===== src/rtl/regfile_wb_arbiter_pkg.sv =====
// Shared widths, the register-0 index and the arbiter grant encoding for the
// write-back arbiter slice.
package regfile_pkg;

    localparam int DATA_W   = 32;
    localparam int ADDR_W   = 5;
    localparam int NREG     = 2 ** ADDR_W;
    localparam int REG_ZERO = 0;

    // Identity of the requester that won the most recent transfer.
    typedef enum logic {
        GRANT_REQ0 = 1'b0,
        GRANT_REQ1 = 1'b1
    } grant_e;

endpackage : regfile_pkg


===== src/rtl/regfile_wb_arbiter_if.sv =====
// Valid/ready write-back handshake for the two requesters (ALU path and
// load/multi-cycle path) feeding the register-file arbiter.
interface regfile_wb_arbiter_if #(
    parameter int DATA_W = regfile_pkg::DATA_W,
    parameter int ADDR_W = regfile_pkg::ADDR_W
);

    logic              req0Valid;
    logic              req0Ready;
    logic [ADDR_W-1:0] req0Addr;
    logic [DATA_W-1:0] req0Data;

    logic              req1Valid;
    logic              req1Ready;
    logic [ADDR_W-1:0] req1Addr;
    logic [DATA_W-1:0] req1Data;

    modport master (
        output req0Valid, req0Addr, req0Data,
        output req1Valid, req1Addr, req1Data,
        input  req0Ready, req1Ready
    );

    modport slave (
        input  req0Valid, req0Addr, req0Data,
        input  req1Valid, req1Addr, req1Data,
        output req0Ready, req1Ready
    );

endinterface : regfile_wb_arbiter_if


===== src/rtl/regfile_wb_arbiter_rr_arbiter2.sv =====
// Two-input round-robin arbiter: a lone request always wins, contention goes
// to the requester that did not win last time.
module rr_arbiter2
    import regfile_pkg::*;
(
    input  logic clk,
    input  logic rst_n,
    input  logic valid0_i,
    input  logic valid1_i,
    output logic grant0_o,
    output logic grant1_o,
    output logic update_o
);

    grant_e lastGrant_q;
    grant_e lastGrant_d;

    // Resetting to REQ1 lets requester 0 win the first contention.
    always_ff @(posedge clk or negedge rst_n) begin
        if (!rst_n) begin
            lastGrant_q <= GRANT_REQ1;
        end else begin
            lastGrant_q <= lastGrant_d;
        end
    end

    always_comb begin
        grant0_o    = 1'b0;
        grant1_o    = 1'b0;
        update_o    = 1'b0;
        lastGrant_d = lastGrant_q;

        unique case ({valid1_i, valid0_i})
            2'b01: grant0_o = 1'b1;
            2'b10: grant1_o = 1'b1;
            2'b11: begin
                if (lastGrant_q == GRANT_REQ1) begin
                    grant0_o = 1'b1;
                end else begin
                    grant1_o = 1'b1;
                end
            end
            default: ;
        endcase

        // Ready equals grant, so every grant is a transfer this cycle.
        update_o = grant0_o | grant1_o;
        if (grant1_o) begin
            lastGrant_d = GRANT_REQ1;
        end else if (grant0_o) begin
            lastGrant_d = GRANT_REQ0;
        end
    end

endmodule : rr_arbiter2


===== src/rtl/regfile_wb_arbiter.sv =====
// Write-back arbiter for the single register-file write port plus the
// pending-write scoreboard that decode uses for RAW/WAW stalls.
module regfile_wb_arbiter #(
    parameter int DATA_W = regfile_pkg::DATA_W,
    parameter int ADDR_W = regfile_pkg::ADDR_W
) (
    input  logic                clk,
    input  logic                rst_n,

    regfile_wb_arbiter_if.slave req_if,

    output logic                regWrite,
    output logic [ADDR_W-1:0]   writeRegister,
    output logic [DATA_W-1:0]   writeData,

    input  logic                issueValid,
    input  logic [ADDR_W-1:0]   issueAddr,
    output logic                issueBusy,

    input  logic [ADDR_W-1:0]   readRegister1,
    input  logic [ADDR_W-1:0]   readRegister2,
    output logic                rdBusy1,
    output logic                rdBusy2
);

    import regfile_pkg::*;

    localparam int NUM_REGS = 2 ** ADDR_W;

    function automatic logic is_reg0(input logic [ADDR_W-1:0] addr);
        return addr == ADDR_W'(REG_ZERO);
    endfunction

    logic grant0;
    logic grant1;
    logic xfer;

    logic [ADDR_W-1:0]   selAddr;
    logic [DATA_W-1:0]   selData;

    logic                regWrite_q;
    logic                regWrite_d;
    logic [ADDR_W-1:0]   writeRegister_q;
    logic [ADDR_W-1:0]   writeRegister_d;
    logic [DATA_W-1:0]   writeData_q;
    logic [DATA_W-1:0]   writeData_d;

    logic [NUM_REGS-1:0] busy_q;
    logic [NUM_REGS-1:0] busy_d;

    rr_arbiter2 u_arb (
        .clk      (clk),
        .rst_n    (rst_n),
        .valid0_i (req_if.req0Valid),
        .valid1_i (req_if.req1Valid),
        .grant0_o (grant0),
        .grant1_o (grant1),
        .update_o (xfer)
    );

    assign req_if.req0Ready = grant0;
    assign req_if.req1Ready = grant1;

    always_comb begin
        selAddr = req_if.req0Addr;
        selData = req_if.req0Data;
        if (grant1) begin
            selAddr = req_if.req1Addr;
            selData = req_if.req1Data;
        end
    end

    // Output stage: a register-0 write is accepted and consumed here but never
    // raises the write enable; address and data hold when nothing transfers.
    always_comb begin
        regWrite_d      = xfer && !is_reg0(selAddr);
        writeRegister_d = writeRegister_q;
        writeData_d     = writeData_q;
        if (xfer) begin
            writeRegister_d = selAddr;
            writeData_d     = selData;
        end
    end

    always_ff @(posedge clk or negedge rst_n) begin
        if (!rst_n) begin
            regWrite_q      <= 1'b0;
            writeRegister_q <= '0;
            writeData_q     <= '0;
        end else begin
            regWrite_q      <= regWrite_d;
            writeRegister_q <= writeRegister_d;
            writeData_q     <= writeData_d;
        end
    end

    assign regWrite      = regWrite_q;
    assign writeRegister = writeRegister_q;
    assign writeData     = writeData_q;

    // Scoreboard: the commit clear is applied first so that an issue to the
    // same register at the same edge leaves it marked in flight.
    always_comb begin
        busy_d = busy_q;
        if (regWrite_q) begin
            busy_d[writeRegister_q] = 1'b0;
        end
        if (issueValid && !is_reg0(issueAddr)) begin
            busy_d[issueAddr] = 1'b1;
        end
        busy_d[REG_ZERO] = 1'b0;
    end

    always_ff @(posedge clk or negedge rst_n) begin
        if (!rst_n) begin
            busy_q <= '0;
        end else begin
            busy_q <= busy_d;
        end
    end

    // Lookups see only the registered state: no bypass of an in-cycle commit.
    assign issueBusy = busy_q[issueAddr];
    assign rdBusy1   = busy_q[readRegister1];
    assign rdBusy2   = busy_q[readRegister2];

endmodule : regfile_wb_arbiter

===== src/flat_wrapper.sv =====
// flat-port wrapper written by rule: the top's interface ports become plain ports
module regfile_wb_arbiter_flat import regfile_pkg::*;
#(
    parameter int DATA_W = regfile_pkg::DATA_W,
    parameter int ADDR_W = regfile_pkg::ADDR_W
)
  (clk, rst_n, regWrite, writeRegister, writeData, issueValid, issueAddr, issueBusy, readRegister1, readRegister2, rdBusy1, rdBusy2, req_if_req0Valid, req_if_req0Addr, req_if_req0Data, req_if_req1Valid, req_if_req1Addr, req_if_req1Data, req_if_req0Ready, req_if_req1Ready);
  regfile_wb_arbiter_if #(.DATA_W(DATA_W), .ADDR_W(ADDR_W)) req_if_i ();
  input  logic clk;
  input  logic rst_n;
  output logic regWrite;
  output logic [ADDR_W-1:0] writeRegister;
  output logic [DATA_W-1:0] writeData;
  input  logic issueValid;
  input  logic [ADDR_W-1:0] issueAddr;
  output logic issueBusy;
  input  logic [ADDR_W-1:0] readRegister1;
  input  logic [ADDR_W-1:0] readRegister2;
  output logic rdBusy1;
  output logic rdBusy2;
  input wire logic [$bits(req_if_i.req0Valid)-1:0] req_if_req0Valid;
  input wire logic [$bits(req_if_i.req0Addr)-1:0] req_if_req0Addr;
  input wire logic [$bits(req_if_i.req0Data)-1:0] req_if_req0Data;
  input wire logic [$bits(req_if_i.req1Valid)-1:0] req_if_req1Valid;
  input wire logic [$bits(req_if_i.req1Addr)-1:0] req_if_req1Addr;
  input wire logic [$bits(req_if_i.req1Data)-1:0] req_if_req1Data;
  output wire logic [$bits(req_if_i.req0Ready)-1:0] req_if_req0Ready;
  output wire logic [$bits(req_if_i.req1Ready)-1:0] req_if_req1Ready;
  assign req_if_i.req0Valid = req_if_req0Valid;
  assign req_if_i.req0Addr = req_if_req0Addr;
  assign req_if_i.req0Data = req_if_req0Data;
  assign req_if_i.req1Valid = req_if_req1Valid;
  assign req_if_i.req1Addr = req_if_req1Addr;
  assign req_if_i.req1Data = req_if_req1Data;
  assign req_if_req0Ready = req_if_i.req0Ready;
  assign req_if_req1Ready = req_if_i.req1Ready;
  regfile_wb_arbiter #(.DATA_W(DATA_W), .ADDR_W(ADDR_W)) u_core (.clk(clk), .rst_n(rst_n), .req_if(req_if_i), .regWrite(regWrite), .writeRegister(writeRegister), .writeData(writeData), .issueValid(issueValid), .issueAddr(issueAddr), .issueBusy(issueBusy), .readRegister1(readRegister1), .readRegister2(readRegister2), .rdBusy1(rdBusy1), .rdBusy2(rdBusy2));
endmodule

===== config.mk =====
export PLATFORM = sky130hd
export DESIGN_NAME = regfile_wb_arbiter_flat
export DESIGN_NICKNAME = d
export VERILOG_FILES = /design/src/rtl/regfile_wb_arbiter_pkg.sv /design/src/rtl/regfile_wb_arbiter_if.sv /design/src/rtl/regfile_wb_arbiter_rr_arbiter2.sv /design/src/rtl/regfile_wb_arbiter.sv /design/src/flat_wrapper.sv
export SDC_FILE = /design/constraint.sdc
export NUM_CORES = 1
export LEC_CHECK = 0
export ABC_AREA = 1
export CAP_MARGIN = 0
export CORE_ASPECT_RATIO = 0.7
export CORE_UTILIZATION = 65
export CTS_BUF_LIST = sky130_fd_sc_hd__clkbuf_2
export CTS_CLUSTER_DIAMETER = 50
export DETAILED_ROUTE_END_ITERATION = 6
export DONT_BUFFER_PORTS = 1
export PLACE_DENSITY = 0.81
export SLEW_MARGIN = 20
export SYNTH_ARGS = -nofsm -noshare
export SYNTH_HDL_FRONTEND = slang
export SYNTH_SLANG_ARGS = --single-unit

===== constraint.sdc =====
create_clock -name clk -period 2.4 [get_ports clk]
set_input_delay 0.24 -clock clk [delete_from_list [all_inputs] [get_ports clk]]
set_output_delay 0.24 -clock clk [all_outputs]
set_load 0.01 [all_outputs]

* Yosys cells after proc, flatten, opt, wreduce, memory -nomap -nowiden
Index checks and enable logic that the tools add are counted.
** Word-level totals
- Bits in registers :: 70
- Latch bits :: 0
- RAM bits :: 0
- Bits in read-only memories :: 0
- Input port bits :: 94
- Output and inout bits :: 43
- Memories :: 0
** Operators by class
- $add $sub $neg :: 0
- $mul :: 0
- Div/mod/pow operators :: 0
- Order comparisons :: 6
- Equal/unequal tests :: 3
- Shift-type cells :: 0
- Mux-type cells :: 20
- Bitwise gates (word level) :: 4
- Reductions and logical operators :: 9
** Operators with widths (count)
- 32-bit 2-to-1 mux :: 3
- 32-bit bitwise AND :: 1
- 32-bit inverter :: 1
- 32-bit bitwise OR :: 1
- 5-bit by 6-bit less-than comparator with 1-bit output, second input constant :: 4
- 1-bit binary-select mux with 5-bit select :: 3
- 1-bit demux with 5-bit select :: 2
- 5-bit by 1-bit >= comparator with 1-bit output, second input constant :: 2
- 5-bit logical NOT :: 2
- 1-bit 2-to-1 mux :: 9
- 5-bit 2-to-1 mux :: 1
- 2-bit == test, second input constant :: 2
- 1-bit logical AND :: 4
- 1-bit case mux with 2 select lines :: 2
- 2-bit by 1-bit == test with 1-bit output, second input constant :: 1
- 1-bit logical NOT :: 2
- 2-bit nonzero test :: 1
- 1-bit bitwise OR :: 1

* Logic depth before layout (Yosys ltp)
- Depth after elaboration :: 9
- Mapped depth :: 11
- Gate-level depth less buffers :: 9

* Cells and area by module
A second synthesis with hierarchy kept.
** Second synthesis, totals
- Cells, all modules :: 565
- Area, all modules :: 3978.8 um^2
** Modules (own cells, without submodules)
- regfile_wb_arbiter :: times used 1, cells each 553, area an instance 3908.7 um^2, sequential area each 1726.7 um^2
- rr_arbiter2 :: times used 1, cells each 12, area an instance 70.1 um^2, sequential area each 26.3 um^2

* Worst setup path after synthesis
OpenSTA, ideal clock, no wires.
- Kind :: register -> register
- Start :: reg u_core.u_arb.lastGrant_q
- End :: reg u_core.regWrite_q, in the netlist u_core.regWrite
- Library setup time :: 0.121 ns
- Data arrival time :: 1.139 ns
- Slack :: 1.140 ns
- Cell stages (with the launch flop) :: 7
- Path buffers :: 0
- Cells stage by stage :: dfstp_2 -> a21oi_4 -> or2_2 -> o21ai_0 -> nand2_1 -> nor2_1 -> nor2_1
** Between the ends
- Longest elaborated chain between the ends :: 6
- Elaborated cells between the ends (all ways) :: 9
** Ends and longest elaborated chain
- from (decl) :: line regfile_wb_arbiter_rr_arbiter2.sv:15 : grant_e lastGrant_q;
- from (signal assigned) :: line regfile_wb_arbiter_rr_arbiter2.sv:23 : lastGrant_q <= lastGrant_d;
- 1-bit 2-to-1 mux :: line regfile_wb_arbiter_rr_arbiter2.sv:37 : if (lastGrant_q == GRANT_REQ1) begin
- 1-bit case mux with 2 select lines :: line regfile_wb_arbiter_rr_arbiter2.sv:33 : unique case ({valid1_i, valid0_i})
- 5-bit 2-to-1 mux :: line regfile_wb_arbiter.sv:67 : if (grant1) begin
- 5-bit logical NOT :: line regfile_wb_arbiter.sv:31 : return addr == ADDR_W'(REG_ZERO);
- 1-bit logical NOT :: line regfile_wb_arbiter.sv:76 : regWrite_d = xfer && !is_reg0(selAddr);
- 1-bit logical AND * :: line regfile_wb_arbiter.sv:76
- named net u_core.regWrite_d :: line regfile_wb_arbiter.sv:42 : logic regWrite_d;
- to (signal assigned) :: line regfile_wb_arbiter.sv:91 : regWrite_q <= regWrite_d;
- to (decl) :: line regfile_wb_arbiter.sv:41 : logic regWrite_q;
The timed path passes the listed nets; every way through them passes the cells marked *.
A chain may end at the register's enable or synchronous reset.

* Worst setup path after layout
- Start :: in req_if_req0Valid
- End :: reg u_core.u_arb.lastGrant_q
** Between the ends
- Longest elaborated chain between the ends :: 3
- Elaborated cells between the ends (all ways) :: 7
** Ends and longest elaborated chain
- from (decl) :: line flat_wrapper.sv:21 : input wire logic [$bits(req_if_i.req0Valid)-1:0] req_if_req0Valid;
- 2-bit == test or 2-bit by 1-bit == test with 1-bit output (tied branches) :: line regfile_wb_arbiter_rr_arbiter2.sv:33
- 1-bit case mux with 2 select lines :: line regfile_wb_arbiter_rr_arbiter2.sv:33
- 1-bit 2-to-1 mux or 2-bit nonzero test (tied branches)
Several ways; a longest one is shown, not always the timed one.

==> run_results.csv <==
group,metric,value,unit
layout,stdcell_count,718,
flow_run,drv_cap,0,
sta,fin_crit_sh,87.8,%
worst_setup_path,r2r-start,"u_core.u_arb.lastGrant_q",
synthesis,syn_avg_cell_area,7.00,sq um
synthesis,synthTopCellsByArea,"dfrtp_1, nand2_1, nand3_1, o21ai_0, inv_1",
worst_setup_path,r2r_slack,0.32,ns
synthesis,synth_top_family_by_area,"simple AND/OR/NAND/NOR gates",
sta,relSlewSlack,54.0,%
synthesis,synth_area_leader_cell,"dfrtp_1",
clock_tree,clock-root-buffer,"clkbuf_2",
sta,tns,0,ns
synthesis,synthAdderAreaFrac,0,%
sta,fin_crit,2.11,ns
placed_design,gp_congestion,0.993,
worst_setup_path,slowest_stage,"dlygate4sd3_1",
worst_setup_path,cp_top_family,"buffers and inverters",
hold_path,hp-start,"issueValid",
layout,fin_nets,733,
routing,first_pass_iters,7,
clock_tree,cts.sinks,70,
synthesis,yosysMostFrequentCell,"nand2_1",
floorplan,core_area,5780,sq um
sta,fmax,0.475,GHz
floorplan,dieArea,6370,sq um
worst_setup_path,crit_path_max_fanout,11,
synthesis,synth_common_cells,"nand2_1, nand3_1, o21ai_0",
hold_path,hold_path_class,"primary input to register",
hold_path,hold_end,"u_core.busy_q[8]",
synthesis,yosys.area_share.xor_xnor,0,%
placed_design,io_buffers,0,
clock_tree,cts_max_level,3,
outcome,outcome,"finished with violations",
synthesis,synth_compound_area_share,9.99,%
worst_setup_path,crit_path_cell_trace,"dlygate4sd3_1, nor2_2, dlygate4sd3_1, nand2_1, nand2_1, dlygate4sd3_1",
clock_tree,clock_latency,0.51,ns
worst_setup_path,worstRegToRegCells,7,
synthesis,netlist_instances,562,
sta,hold_viol,0,
floorplan,die_w,95.0,um
routing,drtAntennaViolNets,0,
synthesis,syn_nets,656,
power_and_ir_drop,p_comb_share,29.2,%
synthesis,synthFlopType,"dfrtp_1",
sta,clock_skew,0.0251,ns
routing,drt_first_iter_violations,717,
floorplan,initial_core_util,68.0,%
placed_design,place_hpwl,8150,um
synthesis,synth_mux_area_share,0,%
layout,drive_gt1_share,4.51,%
floorplan,io_pins,137,
synthesis,yosys.area_share.simple,38.1,%
power_and_ir_drop,p_leak,2.29,nW
synthesis,yosysSeqAreaShare,44.6,%
routing,drcViolationCount,9,
synthesis,synth_top_cell_area_share,43.9,%
sta,rsz0062_at_grt,"false",
clock_tree,post_cts_resized,0,
worst_setup_path,cp-start-kind,"primary input",
hold_path,holdPathStages,2,
routing,viasPerCell,6.52,
global_route,grt_max_degree,71,
synthesis,synth_edf_count,0,
outcome,violations,"DRC",
clock_tree,numCtsBuffers,9,
power_and_ir_drop,irDropWorstVdd,0.600,mV
worst_setup_path,critPathRequiredTime,2.87,ns
power_and_ir_drop,p_int,2.05,mW
routing,vias,4678,
global_route,grt_pass1_vias,4441,
synthesis,synthArstFlopShare,100,%
global_route,grt.overflow.total,0,
power_and_ir_drop,swShare,42.4,%
worst_setup_path,r2r_end,"u_core.regWrite",
global_route,antenna_found_initial,0,
worst_setup_path,critPathCaptureType,"register",
placed_design,dp.cells,621,
power_and_ir_drop,clkPwrFrac,15.2,%
worst_setup_path,cp.arrival,2.58,ns
synthesis,yosysUniqueCellTypes,20,
power_and_ir_drop,p_per_area,735,nW/um^2
global_route,grt_pass1_wl,21900,um
sta,max_slew.worst_pin.slew,0.687,ns
floorplan,placementRows,23,
layout,fin_util,83.5,%
synthesis,synth_area,3930,sq um
clock_tree,cts_tree,"done",
worst_setup_path,slowest_delay,0.81,ns
power_and_ir_drop,switchingPower,1.51,mW
sta,final-setup-viol-count,0,
routing,post_drt_wl_per_cell,20.1,um
worst_setup_path,critPathKind,"primary input to register",
clock_tree,clockBufferDepth,2,
layout,diodes,0,
routing,routed_wl,14400,um
sta,slew_viol_final,0,
global_route,track_usage,47.8,%
sta,holdWs,0.0486,ns
layout,synthToLayoutAreaGrowth,22.8,%
clock_tree,path_clk_slew,0.20,ns
worst_setup_path,crit_path_frequent_cell,"dlygate4sd3_1",
synthesis,synth_warnings,0,
floorplan,die_h,67.1,um
power_and_ir_drop,seq_power_share,55.6,%
synthesis,ys_seq_elements,70,
worst_setup_path,path_buf_inv,3,
worst max-delay path by stage:
stage | slack [ns] | to | cells after the start | startpoint
3_3_place_gp | 0.99 | issueBusy | 7 | issueAddr[1]
2_1_floorplan | 1.14 | u_core.regWrite | 6 | u_core.u_arb.lastGrant_q
3_5_place_dp | 0.94 | issueBusy | 7 | issueAddr[1]
5_1_grt | 0.25 | u_core.u_arb.lastGrant_q | 6 | req_if_req0Valid
4_1_cts | 0.42 | u_core.u_arb.lastGrant_q | 6 | req_if_req0Valid
6_report | 0.29 | u_core.u_arb.lastGrant_q | 6 | req_if_req0Valid
state kept, by name, summed over array words and instances, names as in the netlist:
name	count
u_core.writeRegister	5
u_core.u_arb.lastGrant_q	1
u_core.regWrite	1
u_core.writeData	32
u_core.busy_q	31
cell usage in the layout, fill, tap and decap left out, types with 2 or more instances in the layout:
| cell type | instances |
|---|---|
| dlygate4sd3_1 | 81 |
| clkbuf_2 | 10 |
| or2_2 | 2 |
| dfrtp_1 | 69 |
| nand2_1 | 237 |
| nand3_1 | 95 |
| nand4_1 | 7 |
| inv_1 | 38 |
| nor3_1 | 8 |
| inv_2 | 3 |
| clkinv_2 | 3 |
| nor2_1 | 5 |
| o21ai_0 | 72 |
| nor2_2 | 3 |
| buf_4 | 3 |
power groups by stage:
stage | clock, mW | combinational, mW | sequential, mW
after detailed placement | 0 | 0.767 | 1.93
after floorplan | 0 | 0.644 | 1.75
after CTS | 0.536 | 0.953 | 1.90
after global routing | 0.598 | 1.16 | 1.98
final | 0.541 | 1.04 | 1.97
after global placement | 0 | 0.732 | 1.93
area by class of cell:
class	instances	area, sq um
multi-input cells	432	1890
flip-flops and latches	70	1750
fillers	336	953
repair buffers	85	861
inverters	41	154
well taps	75	93.8
clock buffers	10	50.0
clock inverters	5	27.5
metrics by stage:
stage / power (mW) / area [sq um] / setup slack (ns)
finish: 3.55 / 4830 / 0.293
global route: 3.74 / 4830 / 0.252
CTS: 3.39 / 4830 / 0.417
detailed placement: 2.69 / 3920 / 0.939
global placement: 2.66 / 3920 / 0.991
floorplan: 2.39 / 3930 / 1.14
metal layers:
| metal | vias to the layer above | wire length, um | GRT usage [%] |
|---|---|---|---|
| met1 | 2140 | 5030 | 56.3 |
| li1 | 1983 | - | - |
| met3 | 102 | 2180 | 18.8 |
| met4 | 0 | 762 | 25.8 |
| met2 | 453 | 6420 | 75.4 |
| met5 | - | 0 | 0 |
repair_timing:
| action | 4_1_cts | 5_1_grt |
|---|---|---|
| hold buffers | 82 | 0 |
| endpoints found under the hold margin | 134 | 0 |
| buffers inserted | 0 | 0 |
kinds of logic (layout without fill, tap and decap cells):
kind of cell / after synthesis / after routing
and+or+nand+nor: 357 / 357
AOI/OAI and AO/OA: 75 / 75
DFF: 70 / 70
buffers and inverters: 60 / 141
No activity file was read; power rests on OpenSTA's default activity.
